$ cat config.mk
export PLATFORM = sky130hd
export DESIGN_NAME = slot_alloc_tracker_flat
export DESIGN_NICKNAME = d
export VERILOG_FILES = /design/src/rtl/slot_alloc_tracker_if.sv /design/src/rtl/slot_alloc_tracker.sv /design/src/flat_wrapper.sv
export SDC_FILE = /design/constraint.sdc
export NUM_CORES = 1
export LEC_CHECK = 0
export CAP_MARGIN = 20
export CELL_PAD_IN_SITES_DETAIL_PLACEMENT = 0
export CELL_PAD_IN_SITES_GLOBAL_PLACEMENT = 1
export CORE_ASPECT_RATIO = 0.8
export CORE_MARGIN = 2
export CORE_UTILIZATION = 32
export DETAILED_ROUTE_END_ITERATION = 10
export PLACE_DENSITY = 0.87
export SETUP_SLACK_MARGIN = 0.02
export SYNTH_ARGS = -nofsm -noshare
export SYNTH_HDL_FRONTEND = slang
export SYNTH_SLANG_ARGS = --single-unit
$ cat constraint.sdc
create_clock -name clk -period 4.1 [get_ports clk]
set_clock_uncertainty 0.05 [all_clocks]
set_input_delay 0.82 -clock clk [delete_from_list [all_inputs] [get_ports clk]]
set_output_delay 0.82 -clock clk [all_outputs]
set_load 0.02 [all_outputs]
$ cat src/rtl/slot_alloc_tracker_if.sv
// slot_alloc_tracker_if
//   Allocation/free handshake bundle between a slot requester (master) and
//   the slot tracker (slave).
//   alloc_req   : requester asks for one slot
//   alloc_ready : tracker accepts a request this cycle
//   alloc_valid : alloc_idx holds a granted slot
//   alloc_idx   : granted slot index
//   alloc_ack   : requester takes the grant
//   free_valid  : release the slot on free_idx
//   free_idx    : slot to release
interface slot_alloc_tracker_if #(
  parameter int IDX_W = 5
);
  logic             alloc_req;
  logic             alloc_ready;
  logic             alloc_valid;
  logic [IDX_W-1:0] alloc_idx;
  logic             alloc_ack;
  logic             free_valid;
  logic [IDX_W-1:0] free_idx;

  modport master (
    output alloc_req, alloc_ack, free_valid, free_idx,
    input  alloc_ready, alloc_valid, alloc_idx
  );

  modport slave (
    input  alloc_req, alloc_ack, free_valid, free_idx,
    output alloc_ready, alloc_valid, alloc_idx
  );
endinterface

$ cat src/rtl/slot_alloc_tracker.sv
// slot_alloc_tracker
//   Tracks occupancy of the table slots and hands out free slot indices.
//   The registered free mask feeds an external lowest-set-bit priority
//   encoder whose result (pe_idx) is captured on each accepted allocation.
//
// Ports
//   clk             : clock, all state updates on the rising edge
//   rst             : synchronous active-high reset
//   flush           : release every slot and drop any pending grant
//   bus             : allocation/free handshake (slave side)
//   free_mask       : registered, bit i = 1 means slot i is free
//   pe_idx          : lowest set bit index of free_mask from the encoder
//   used_count      : number of allocated slots (0..NUM_SLOTS)
//   full / empty    : decoded from the registered used_count
//   err_double_free : one-cycle pulse when a free targets a free slot
module slot_alloc_tracker #(
  parameter int NUM_SLOTS = 32,
  parameter int IDX_W     = 5,
  parameter int CNT_W     = 6
) (
  input  logic                 clk,
  input  logic                 rst,
  input  logic                 flush,
  slot_alloc_tracker_if.slave  bus,
  output logic [NUM_SLOTS-1:0] free_mask,
  input  logic [IDX_W-1:0]     pe_idx,
  output logic [CNT_W-1:0]     used_count,
  output logic                 full,
  output logic                 empty,
  output logic                 err_double_free
);

  localparam logic [0:0] ST_READY = 1'b0;
  localparam logic [0:0] ST_GRANT = 1'b1;

  logic [0:0]           state;
  logic [IDX_W-1:0]     idx_q;
  logic                 accept;
  logic                 free_ok;
  logic                 dbl_free;
  logic [NUM_SLOTS-1:0] mask_nxt;
  logic [CNT_W-1:0]     count_nxt;

  assign full  = (used_count == CNT_W'(NUM_SLOTS));
  assign empty = (used_count == '0);

  assign bus.alloc_ready = (state == ST_READY) && !full;
  assign bus.alloc_valid = (state == ST_GRANT);
  assign bus.alloc_idx   = idx_q;

  assign accept = bus.alloc_req && bus.alloc_ready;

  // A free aimed at a slot whose mask bit is already set is an error and has
  // no effect. Because pe_idx always points at a set bit, a free that names
  // the slot being allocated this edge falls into this case, so the allocate
  // and free never touch the same mask bit.
  assign dbl_free = bus.free_valid &&  free_mask[bus.free_idx];
  assign free_ok  = bus.free_valid && !free_mask[bus.free_idx];

  always_comb begin
    mask_nxt = free_mask;
    if (accept) begin
      mask_nxt[pe_idx] = 1'b0;
    end
    if (free_ok) begin
      mask_nxt[bus.free_idx] = 1'b1;
    end
  end

  always_comb begin
    count_nxt = used_count;
    unique case ({accept, free_ok})
      2'b10:   count_nxt = used_count + CNT_W'(1);
      2'b01:   count_nxt = used_count - CNT_W'(1);
      default: count_nxt = used_count;
    endcase
  end

  always_ff @(posedge clk) begin
    if (rst) begin
      state           <= ST_READY;
      idx_q           <= '0;
      free_mask       <= '1;
      used_count      <= '0;
      err_double_free <= 1'b0;
    end else if (flush) begin
      state           <= ST_READY;
      free_mask       <= '1;
      used_count      <= '0;
      err_double_free <= 1'b0;
    end else begin
      free_mask       <= mask_nxt;
      used_count      <= count_nxt;
      err_double_free <= dbl_free;
      if (accept) begin
        idx_q <= pe_idx;
      end
      unique case (state)
        ST_READY: if (accept)        state <= ST_GRANT;
        ST_GRANT: if (bus.alloc_ack) state <= ST_READY;
        default:                     state <= ST_READY;
      endcase
    end
  end

endmodule

$ cat src/flat_wrapper.sv
// flat-port wrapper written by rule: the top's interface ports become plain ports
module slot_alloc_tracker_flat 
#(
  parameter int NUM_SLOTS = 32,
  parameter int IDX_W     = 5,
  parameter int CNT_W     = 6
)
  (clk, rst, flush, free_mask, pe_idx, used_count, full, empty, err_double_free, bus_alloc_req, bus_alloc_ack, bus_free_valid, bus_free_idx, bus_alloc_ready, bus_alloc_valid, bus_alloc_idx);
  slot_alloc_tracker_if #(.IDX_W(IDX_W)) bus_i ();
  input  logic clk;
  input  logic rst;
  input  logic flush;
  output logic [NUM_SLOTS-1:0] free_mask;
  input  logic [IDX_W-1:0] pe_idx;
  output logic [CNT_W-1:0] used_count;
  output logic full;
  output logic empty;
  output logic err_double_free;
  input wire logic [$bits(bus_i.alloc_req)-1:0] bus_alloc_req;
  input wire logic [$bits(bus_i.alloc_ack)-1:0] bus_alloc_ack;
  input wire logic [$bits(bus_i.free_valid)-1:0] bus_free_valid;
  input wire logic [$bits(bus_i.free_idx)-1:0] bus_free_idx;
  output wire logic [$bits(bus_i.alloc_ready)-1:0] bus_alloc_ready;
  output wire logic [$bits(bus_i.alloc_valid)-1:0] bus_alloc_valid;
  output wire logic [$bits(bus_i.alloc_idx)-1:0] bus_alloc_idx;
  assign bus_i.alloc_req = bus_alloc_req;
  assign bus_i.alloc_ack = bus_alloc_ack;
  assign bus_i.free_valid = bus_free_valid;
  assign bus_i.free_idx = bus_free_idx;
  assign bus_alloc_ready = bus_i.alloc_ready;
  assign bus_alloc_valid = bus_i.alloc_valid;
  assign bus_alloc_idx = bus_i.alloc_idx;
  slot_alloc_tracker #(.NUM_SLOTS(NUM_SLOTS), .IDX_W(IDX_W), .CNT_W(CNT_W)) u_core (.clk(clk), .rst(rst), .flush(flush), .bus(bus_i), .free_mask(free_mask), .pe_idx(pe_idx), .used_count(used_count), .full(full), .empty(empty), .err_double_free(err_double_free));
endmodule
==> impl_metrics.toml <==
[run_status]
outcome = "finished, final reports clean"

[synth]
syn_nets = 290
synth-seq-area-share = 0.371
synth_edf_count = 0
yosysTopAreaCell = "dfxtp_1"
yosysWarnings = 0
syn_area_um2 = 2430
ys_top_cells_by_area = "dfxtp_1, o311ai_1, mux2i_1"
avgSynthCellArea_um2 = 8.96
ys_ff_latch = 45
yosysUniqueCellTypes = 46
synth-async-reset-ratio = 0
synth_top_cell_area_share = 0.371
ys.flop_type = "dfxtp_1"
postSynthCellCount = 271

[power_and_ir_drop]
leakage_nw = 1.25
p_total_w = 0.000940
ir_worst_vdd_uv = 116
power.density_nw_per_um2 = 276

[timing]
period_share = 0.943
slew_viol_final = 0
finalCriticalPeriod_ns = 3.87
finalSetupTns_ns = 0
finalHoldViolations = 0
max_slew_margin = 0.505
fmax_ghz = 0.259
finalSetupViolations = 0
tightest_slew_ns = 0.732

[finish]
diodes = 0
final_cell_mix = "clkdlybuf4s50_1, dfxtp_1, buf_4, o21ai_0"
nets = 365
instances_no_fill = 452
final_common_cell = "clkdlybuf4s50_1"
synthToLayoutAreaGrowth_pct = 40.1
drive_gt1_frac = 0.130
post-route-util = 0.460

[placement]
post-dp-hpwl_um = 5720
gp_congestion = 0.887
place_inst = 442
port_buffers = 63

[clock_network]
cts_root_buf = "clkbuf_8"
htreeDepth = 2
clkTransAtPathRegs_ns = 0.08
max-clock-path-buffers = 2
worstSkewPairLatency_ns = 0.30
cts_inserted_buffers = 5
cts_sinks = 45
cts_tree = "done"

[global_route]
grt_use_met2 = 0.296
met1_usage = 0.278
grt_util_met3 = 0.0332
grt_pass1_wl_um = 12400
antenna_found_initial = 0
grt_pass1_vias = 2399
grt_max_degree = 26
grt_util_all_layers = 0.191
grt.busiest_layer = "met2"
grt_overflow_total = 0

[route]
via_per_inst = 5.54
drc_errors = 0
first_pass_iters = 5
drt_iter0_markers = 228
wire_per_inst_um = 17.0
routed_wl_um = 7670
vias = 2505
ant_nets = 0

[worst_setup_path]
critPathCaptureType = "flip-flop"
start_kind = "primary input"
cp_max_fo = 6
worst-setup-path-type = "primary input to flip-flop"
cp.arrival_ns = 4.05
cp.required_ns = 4.28

[die]
coreArea_um2 = 7390
die_w_um = 101
rows = 28
initial_utilization = 0.328
die_y_um = 81.9
ioPinCount = 64
dieArea_um2 = 8300

[worst_hold_path]
hold_path_class = "flip-flop to flip-flop"

[flow_run]
cap_viol_max_count = 0
## layout make-up
cell class	count	area, um2
Clock buffer	5	68.8
Clock inverter	3	22.5
Fill cell	717	3990
Inverter	7	26.3
Multi-Input combinational cell	199	1420
Sequential cell	45	901
Tap cell	105	131
Timing Repair Buffer	88	835
## kinds of logic after synthesis
| logic type | share of synthesized area |
|---|---|
| AOI/OAI and AO/OA | 0.237 |
| xor gates and xnor gates | 0.0144 |
| adders and majority gates | 0.0155 |
| buffers and inverters | 0.0521 |
| DFF | 0.371 |
| muxes | 0.102 |
| and+or+nand+nor | 0.208 |
## routing by layer
layer | vias to the layer above | wire length, um
met3 | 8 | 537
met1 | 1195 | 3650
met4 | 0 | 70
met5 | - | 0
met2 | 119 | 3410
li1 | 1183 | -
## cells in the mapped netlist, types with 4 or more instances
library cell and instances:
a21oi_1 12, nor2_1 21, nand4_1 4, mux2i_1 18, o311ai_1 21, clkbuf_1 15, nor2b_1 7, nand3_1 8
o31ai_1 4, o21ai_0 23, nor3_1 6, nand3b_1 6, nand2_1 12, dfxtp_1 45, a221o_1 7, or3_1 7
inv_1 6
## where the power goes
| group | leakage, nW | internal [W] | switching (W) |
|---|---|---|---|
| Sequential | 0.365 | 0.000445 | 0.00000975 |
| Clock | 0.0364 | 0.000120 | 0.000159 |
| Combinational | 0.846 | 0.0000900 | 0.000117 |
## worst paths after layout
check,startpoint,endpoint,slack [ns],depth (start not counted)
worst max-delay path,bus_free_idx[0],u_core.used_count[4],0.23,16
worst min-delay path,u_core.bus.alloc_idx[4],u_core.bus.alloc_idx[4],0.45,2
worst max register to register,u_core.free_mask[26],u_core.used_count[4],1.07,13
worst min register to register,u_core.bus.alloc_idx[4],u_core.bus.alloc_idx[4],0.45,2
## stage by stage
stage	cell area (um2)	setup slack, ns	hold WS [ns]
final	3400	0.232	0.451
after global routing	3400	-0.00257	0.484
after CTS	3370	0.0742	0.462
after detailed placement	3270	-0.215	0.441
after global placement	3270	-0.117	0.427
after floorplan	2430	0.171	0.516
## registers in the layout (all words and copies together), names as in the netlist
register	count
u_core.free_mask	32
u_core.bus.alloc_valid	1
u_core.bus.alloc_idx	5
u_core.used_count	6
u_core.err_double_free	1
## repair_timing
| action | CTS | global route |
|---|---|---|
| buffers inserted | 0 | 2 |
| endpoints found under the setup margin | 0 | 2 |
| resized for setup | 0 | 6 |
| hold buffers | 0 | 0 |
## critical path, stage by stage
cell             delay (ns)
clkdlybuf4s50_1        0.49
buf_6                  0.14
buf_4                  0.12
mux4_2                 0.49
nor3b_1                0.15
o21ai_1                0.13
inv_1                  0.09
nor3_4                 0.18
ha_2                   0.21
xor2_1                 0.16
ha_2                   0.23
a21o_1                 0.12
a221oi_1               0.08
o32a_1                 0.20
or3_1                  0.31
a21oi_1                0.12
Note: power is estimated with default switching activity, not from simulation.
